**config.mk**
```make
export PLATFORM = sky130hd
export DESIGN_NAME = ps2_key_event_arbiter
export DESIGN_NICKNAME = d
export VERILOG_FILES = /design/src/rtl/ps2_key_event_arbiter.sv
export SDC_FILE = /design/constraint.sdc
export NUM_CORES = 1
export LEC_CHECK = 0
export ABC_AREA = 0
export BUFFER_PORTS_ARGS = -buffer_cell sky130_fd_sc_hd__buf_2
export CORE_MARGIN = 2
export CORE_UTILIZATION = 50
export DETAILED_ROUTE_END_ITERATION = 12
export PLACE_DENSITY = 0.7
export SLEW_MARGIN = 20
export SYNTH_ARGS = -nofsm -noshare
export SYNTH_HDL_FRONTEND = slang
export SYNTH_SLANG_ARGS = --single-unit
```
**constraint.sdc**
```tcl
create_clock -name clk -period 3.6 [get_ports clk]
set_clock_uncertainty 0.2 [all_clocks]
set_input_delay 0.72 -clock clk [delete_from_list [all_inputs] [get_ports clk]]
set_output_delay 0.72 -clock clk [all_outputs]
set_load 0.1 [all_outputs]
```
**src/rtl/ps2_key_event_arbiter.sv**
```systemverilog
`default_nettype none
// ============================================================================
//  Module      : ps2_key_event_arbiter
//  Description : Decodes the PS/2 scancode byte stream into held state and
//                press/release pulses for space, enter, '1' and '2', and
//                shares the pulses among NUM_CLIENTS game modules through a
//                round-robin ownership arbiter with an idle timeout.
//  Revision    : 1.0 - initial release
// ============================================================================
module ps2_key_event_arbiter #(
    parameter int NUM_CLIENTS    = 2,
    parameter int TIMEOUT_CYCLES = 50000000,
    parameter int TW             = 26
) (
    input  logic                   clk,
    input  logic                   reset,
    input  logic [7:0]             rx_data,
    input  logic                   rx_valid,
    input  logic [NUM_CLIENTS-1:0] req,
    input  logic [NUM_CLIENTS-1:0] rel,
    output logic [NUM_CLIENTS-1:0] grant,
    output logic [3:0]             key_held,
    output logic [3:0]             key_press,
    output logic [3:0]             key_release
);

    localparam int            PW      = (NUM_CLIENTS > 1) ? $clog2(NUM_CLIENTS) : 1;
    localparam logic [TW-1:0] TO_LAST = TW'(TIMEOUT_CYCLES - 1);

    localparam logic [7:0] CODE_BREAK = 8'hF0;
    localparam logic [7:0] CODE_EXT   = 8'hE0;
    localparam logic [7:0] CODE_ENTER = 8'h5A;

    typedef enum logic [1:0] {
        S_IDLE      = 2'd0,
        S_BREAK     = 2'd1,
        S_EXT       = 2'd2,
        S_EXT_BREAK = 2'd3
    } state_t;

    // Registered state
    state_t                 state_q, state_d;
    logic [3:0]             held_q, held_d;
    logic [3:0]             press_q, press_d;
    logic [3:0]             release_q, release_d;
    logic [NUM_CLIENTS-1:0] grant_q, grant_d;
    logic [PW-1:0]          ptr_q, ptr_d;
    logic [TW-1:0]          cnt_q, cnt_d;

    // Decoder results for the current byte
    logic [3:0] make_v;
    logic [3:0] brk_v;
    logic [3:0] press_evt;
    logic [3:0] release_evt;
    logic       held_chg;
    logic       owner_end;

    // Non-extended table lookup; enter is reachable both plain and E0-prefixed
    function automatic logic [3:0] key_onehot(input logic [7:0] code);
        case (code)
            8'h29:   key_onehot = 4'b0001;
            8'h5A:   key_onehot = 4'b0010;
            8'h16:   key_onehot = 4'b0100;
            8'h1E:   key_onehot = 4'b1000;
            default: key_onehot = 4'b0000;
        endcase
    endfunction

    // Scancode prefix decoder: advances only on accepted bytes
    always_comb begin
        state_d = state_q;
        make_v  = 4'b0000;
        brk_v   = 4'b0000;
        if (rx_valid) begin
            case (state_q)
                S_IDLE: begin
                    if (rx_data == CODE_BREAK)    state_d = S_BREAK;
                    else if (rx_data == CODE_EXT) state_d = S_EXT;
                    else                          make_v  = key_onehot(rx_data);
                end
                S_BREAK: begin
                    if (rx_data == CODE_BREAK) begin
                        state_d = S_BREAK;
                    end else if (rx_data == CODE_EXT) begin
                        state_d = S_EXT_BREAK;
                    end else begin
                        brk_v   = key_onehot(rx_data);
                        state_d = S_IDLE;
                    end
                end
                S_EXT: begin
                    if (rx_data == CODE_ENTER) begin
                        make_v  = 4'b0010;
                        state_d = S_IDLE;
                    end else if (rx_data == CODE_BREAK) begin
                        state_d = S_EXT_BREAK;
                    end else begin
                        state_d = S_IDLE;
                    end
                end
                S_EXT_BREAK: begin
                    if (rx_data == CODE_ENTER) brk_v = 4'b0010;
                    state_d = S_IDLE;
                end
                default: state_d = S_IDLE;
            endcase
        end
    end

    // Held state and edge events; typematic repeats and stray breaks drop out here
    always_comb begin
        press_evt   = make_v & ~held_q;
        release_evt = brk_v & held_q;
        held_d      = (held_q | make_v) & ~brk_v;
        held_chg    = |(press_evt | release_evt);
    end

    // Ownership arbiter: hold, revoke, or pick next requester round-robin
    always_comb begin
        int   idx;
        logic found;
        idx       = 0;
        found     = 1'b0;
        grant_d   = grant_q;
        ptr_d     = ptr_q;
        owner_end = (|(rel & grant_q)) || !(|(req & grant_q)) || (cnt_q == TO_LAST);
        if (|grant_q) begin
            if (owner_end) grant_d = '0;
        end else if (|req) begin
            for (int i = 0; i < NUM_CLIENTS; i++) begin
                idx = (int'(ptr_q) + i) % NUM_CLIENTS;
                if (!found && (|(req & (NUM_CLIENTS'(1) << idx)))) begin
                    found   = 1'b1;
                    grant_d = NUM_CLIENTS'(1) << idx;
                    ptr_d   = PW'((idx + 1) % NUM_CLIENTS);
                end
            end
        end
    end

    // Idle timeout counter and owner-gated event pulses
    always_comb begin
        if ((grant_d == '0) || (grant_q == '0) || held_chg) cnt_d = '0;
        else if (cnt_q != '1)                               cnt_d = cnt_q + 1'b1;
        else                                                cnt_d = cnt_q;
        // A pulse exists only if someone owns the keyboard in the cycle it shows
        press_d   = (|grant_d) ? press_evt   : 4'b0000;
        release_d = (|grant_d) ? release_evt : 4'b0000;
    end

    // All state registers; async reset abandons any partial scancode sequence
    always_ff @(posedge clk or posedge reset) begin
        if (reset) begin
            state_q   <= S_IDLE;
            held_q    <= 4'b0000;
            press_q   <= 4'b0000;
            release_q <= 4'b0000;
            grant_q   <= '0;
            ptr_q     <= '0;
            cnt_q     <= '0;
        end else begin
            state_q   <= state_d;
            held_q    <= held_d;
            press_q   <= press_d;
            release_q <= release_d;
            grant_q   <= grant_d;
            ptr_q     <= ptr_d;
            cnt_q     <= cnt_d;
        end
    end

    assign grant       = grant_q;
    assign key_held    = held_q;
    assign key_press   = press_q;
    assign key_release = release_q;

endmodule
`default_nettype wire

```
-- Yosys cells after proc, flatten, opt, wreduce, memory -nomap -nowiden
Cells that the tools add are included.
- bits in registers: 43
- word-level logic and storage cells: 88
- add/subtract/negate cells: 3
- eq/ne operators: 12
- shift operators: 2
- muxes and demuxes: 29
- bitwise gates (word level): 13
- reduce and logical (&&, ||, !) cells: 22
- operators with widths (cell ; count):
    two-way mux 26 bit ; 2
    << shifter 1 x 32 -> 2 bit (first input constant) ; 1
    adder 26 x 1 -> 26 bit (second input constant) ; 1
    equality test 26 bit (second input constant) ; 1
    != test 26 bit (second input constant) ; 1
    two-way mux 2 bit ; 12
    two-way mux 4 bit ; 6
    equality test 8 x 5 -> 1 bit (second input constant) ; 2
    equality test 8 bit (second input constant) ; 2
    case mux 4 bit (2 select lines) ; 2
    case mux 4 bit (4 select lines) ; 1
    OR reduction 2 bit ; 7
    bitwise AND 4 bit ; 3
    bitwise AND 2 bit ; 4
    equality test 8 x 6 -> 1 bit (second input constant) ; 1
    equality test 8 x 7 -> 1 bit (second input constant) ; 1
    NOT 4 bit ; 2
    OR 4 bit ; 2
    case mux 2 bit (4 select lines) ; 1
    logical NOT 2 bit ; 3
    two-way mux 1 bit ; 5
    equality test 2 bit (second input constant) ; 2
    logical OR 1 bit ; 4
    nonzero test 2 bit ; 2
    11 further kinds ; 13

-- Logic depth before layout (Yosys ltp)
- depth after elaboration: 15
- depth in mapped cells: 7
- depth with buffers taken out: 6

-- Worst setup path before layout
Ideal clock, no wire load.
- path kind: reg-to-reg
- start point: reg grant_q[0] (netlist: grant[0])
- end point: reg cnt_q[0]
- setup time: 0.086 ns
- arrival time: 2.158 ns
- data required time: 3.314 ns
- slack: 1.156 ns
- stages on the path, launching flop included: 7
- path buffers: 1
- period minus slack after synthesis: 2.444 ns
- cell sequence: dfrtp_1 and3b_1 a31oi_1 a21oi_1 nand2_2 buf_6 nor3_1
- longest elaborated chain between the ends: 11
- elaborated cells between the ends (all ways): 19
- classes of those cells: 6 x mux; 2 x bitwise; 11 x reduce/logical
- RTL lines (element ; line ; RTL):
    start, declared ; 46 ; logic [NUM_CLIENTS-1:0] grant_q, grant_d;
    start signal, assigned ; 166 ; grant_q <= grant_d;
    bitwise AND 2 bit ; 126 ; owner_end = (|(rel & grant_q)) || !(|(req & grant_q)) || (cnt_q == TO_LAST);
    OR reduction 2 bit ; 126 ;
    logical NOT 1 bit ; 126 ;
    logical OR 1 bit (2 in series) ; 126 ;
    two-way mux 2 bit ; 128 ; if (owner_end) grant_d = '0;
    two-way mux 2 bit ; 127 ; if (|grant_q) begin
    logical NOT 2 bit ; 143 ; if ((grant_d == '0) || (grant_q == '0) || held_chg) cnt_d = '0;
    logical OR 1 bit * (2 in series) ; 143 ;
    two-way mux 26 bit or nonzero test 2 bit (tied branches) ; -- ;
    end signal, assigned ; 168 ; cnt_q <= cnt_d;
    end, declared ; 48 ; logic [TW-1:0] cnt_q, cnt_d;
Every way passes the cells marked *; elsewhere a longest branch is shown, timed or not.
A chain may end at the register's enable or synchronous reset.

-- Worst setup path after layout
- start point: reg cnt_q[0]
- end point: reg cnt_q[18]
- longest elaborated chain between the ends: 8
- elaborated cells between the ends (all ways): 12
- classes of those cells: 1 x add/sub; 2 x eq/ne; 4 x mux; 5 x reduce/logical
- RTL lines (element):
    branches (longest 8 deep; another with adder 26 x 1 -> 26 bit)
Parallel ways; which one is timed is not known. The select of a mux whose other input is x is not followed.

==> results.tsv <==
stage	metric	value	unit
status	status	completed	
routing	drt_iter0_drc	133	
job	drv_cap	0	
pwr	power_density	444.4	nW/um2
grt	grt_antenna_before_repair	0	
floorplan	fp.coreArea	4692	um2
hold_path	hp-class	in -> async	
finish	fillCellCount	427	
yosys	ys_seq_area_share	44.26	%
grt	grt_overflow	0	
clock_tree	htreeDepth	2	
setup_path	startpoint_type	flop	
clock_tree	cts_buffer_depth	2	
pwr	p_int	0.7932	mW
floorplan	row_count	25	
placement	dp_hpwl	3644	um
setup_path	critPathKind	reg -> reg	
pwr	switching_share	34.29	%
placement	place.gp.congestion	0.8122	
finish	final_util	57.89	%
pwr	p_seq_share	44.6	%
yosys	yosys_warnings	0	
finish	drive_gt1_share	16.37	%
setup_path	crit_fanout	26	
clock_tree	clock_latency	0.29	ns
floorplan	pin_count	29	
clock_tree	cts_root_buffer	clkbuf_8	
setup_path	critical_path_required	3.55	ns
finish	layout.nets	296	
timing	finalCriticalPeriod	2.547	ns
pwr	power.net_switching	0.4140	mW
timing	maxSlewViolCount	0	
routing	drc	0	
grt	grt_max_degree	27	
clock_tree	clock-sinks	43	
routing	antenna_left	0	
yosys	syn_area_per_cell	9.609	um2
timing	relSlewSlack	39.01	%
routing	routed_wl	5147	um
pwr	vdd_drop_max	0.0004532	V
timing	fin_tns_setup	0	ns
finish	syn_to_final_growth	11.73	%
routing	via_per_inst	6.146	
timing	hold_violations	0	
yosys	synthTopCellsByArea	dfrtp_1 (44%), xnor2_1 (7.6%), nor3_1 (4.9%), nand3_1 (3.5%), nand4_1 (3.3%)	
routing	dr.pass1.iters	4	
floorplan	initial_core_util	51.81	%
timing	finalSetupViolCount	0	
clock_tree	tritoncts	built	
setup_path	crit_buf_inv	0	
yosys	ys_ff_latch	43	
pwr	power_frac_clock	32.0	%
setup_path	crit_chain	ha_1 -> and3_1 -> nand4_1 -> or4_4 -> nand2_2 -> nor3_1	
grt	grt_pass1_wl	9163	um
grt	first_global_vias	1993	
setup_path	critPathTopFamily	simple AND/OR/NAND/NOR gates	
yosys	syn_inst	253	
timing	rsz0062_at_grt	false	
setup_path	worstPathArrival	2.50	ns
clock_tree	cts_buffers	5	
timing	fmax	392.7	MHz
clock_tree	postCtsResizedCells	0	
clock_tree	cts_hold_buf	0	
floorplan	die-area	5436	um2
clock_tree	clkTransAtPathRegs	0.08	ns
floorplan	die_w	73.73	um
timing	tightest_slew	0.9092	ns
setup_path	worstSetupEndpointType	flop	
setup_path	slowest_stage	or4_4	
routing	wl_per_cell	15.36	um
placement	portBuffers	28	
timing	period_share	70.74	%
setup_path	max_stage_delay	0.62	ns
clock_tree	post-cts-setup-buffers	0	
grt	grt.total_usage	21.12	%
yosys	syn_area	2431	um2
routing	routed-via-count	2059	
pwr	power_frac_comb	23.4	%
pwr	p_leak	1.093	nW
yosys	yosys.cell_types.count	46	
yosys	yosysTopAreaCellShare	44.26	%
floorplan	fp.dieH	73.73	um
yosys	synth_area_leader_cell	dfrtp_1	
finish	diodes	0	
yosys	syn-num-nets	269	
-- stage by stage --
step	area, um2	setup slack, ns	total power, mW	std cells	hold WS (ns)
CTS	2716	1.034	1.222	335	0.3279
finish	2716	1.053	1.207	335	0.3048
detailed placement	2599	1.039	0.8324	327	0.3137
floorplan	2431	1.156	0.7797	253	0.2968
global route	2716	0.8926	1.273	335	0.3596
global placement	2599	1.098	0.8288	327	0.3012
-- logic make-up (layout without fill, tap and decap cells) --
logic type / after synthesis / after routing / share of synthesized area (%)
DFF: 43 / 43 / 44.26
AOI/OAI and AO/OA: 37 / 37 / 10.45
buffers and inverters: 13 / 41 / 2.882
muxes: 2 / 2 / 0.8235
adders and majority gates: 1 / 1 / 0.5146
xor gates and xnor gates: 24 / 24 / 8.647
and+or+nand+nor: 133 / 133 / 32.42
-- layout make-up --
class | count | area, um2 | share of cell area, %
clock inverters | 2 | 35.03 | 1.290
well taps | 54 | 67.56 | 2.487
multi-input cells | 197 | 1285 | 47.31
clock buffers | 6 | 82.58 | 3.040
inverters | 2 | 7.507 | 0.2764
repair buffers | 31 | 162.7 | 5.988
flip-flops and latches | 43 | 1076 | 39.61
-- power groups by stage --
stage	Sequential (mW)	Combinational (mW)	Clock, mW
detailed placement	0.547	0.285	0
finish	0.538	0.282	0.387
floorplan	0.644	0.136	0
global placement	0.547	0.281	0
CTS	0.539	0.285	0.398
global route	0.545	0.307	0.420
-- cells in the mapped netlist (all sizes together) --
library cell	n
dfrtp	43
nor3	25
nand2	21
xnor2	21
nand3	17
a21oi	14
nand4	13
nor4	11
nor2	9
buf	8
and4	7
o21ai	7
and3	5
nor4b	5
a2111oi	4
o31ai	4
a211oi	3
clkbuf	3
or3	3
xor2	3
a31oi	2
and2	2
inv	2
mux2i	2
nand2b	2
nand4b	2
nand4bb	2
nor2b	2
nor3b	2
or4	2
a22o	1
and3b	1
ha	1
nand3b	1
nor4bb	1
o22ai	1
o2bb2ai	1
-- state kept, by name, summed over array words and instances (netlist names) --
register,cells
ptr_q,1
grant,2
key_held,4
key_press,4
key_release,4
state_q,2
cnt_q,26
-- layer usage --
layer / vias to the layer above / part of all wire (%) / track usage, % / wire [um]
met5: - / 0 / 0 / 0
met4: 0 / 1.0 / 6.465 / 53
met3: 6 / 3.5 / 3.292 / 180
met2: 39 / 47 / 33.33 / 2413
met1: 1003 / 49 / 29.85 / 2499
li1: 1011 / - / - / -
-- placed cells by master, fill, tap and decap left out, drive strengths merged, types with 2 or more instances in the layout --
cell / n
a211oi: 3
and3: 5
and4: 7
or4: 2
nand2: 21
a21oi: 14
and2: 2
o21ai: 7
xnor2: 21
nor4: 11
nand2b: 2
nor4b: 5
nor2: 9
nand4: 13
clkinv: 2
clkbuf: 6
buf: 31
nor2b: 2
nand3: 17
mux2i: 2
dfrtp: 43
a31oi: 2
nor3: 25
nand4b: 2
nor3b: 2
o31ai: 4
nand4bb: 2
a2111oi: 4
xor2: 3
or3: 3
-- worst paths after layout --
check	from	endpoint	slack, ns	cells past startpoint
worst max-delay path	cnt_q[0]	cnt_q[18]	1.05	6
worst min-delay path	reset	ptr_q	0.30	2
worst max register to register	cnt_q[0]	cnt_q[18]	1.05	6
worst min register to register	key_held[2]	key_press[2]	0.32	1
max in group asynchronous	reset	cnt_q[22]	2.21	3
min in group clk	key_held[2]	key_press[2]	0.32	1
(Power assumes the default switching activity.)
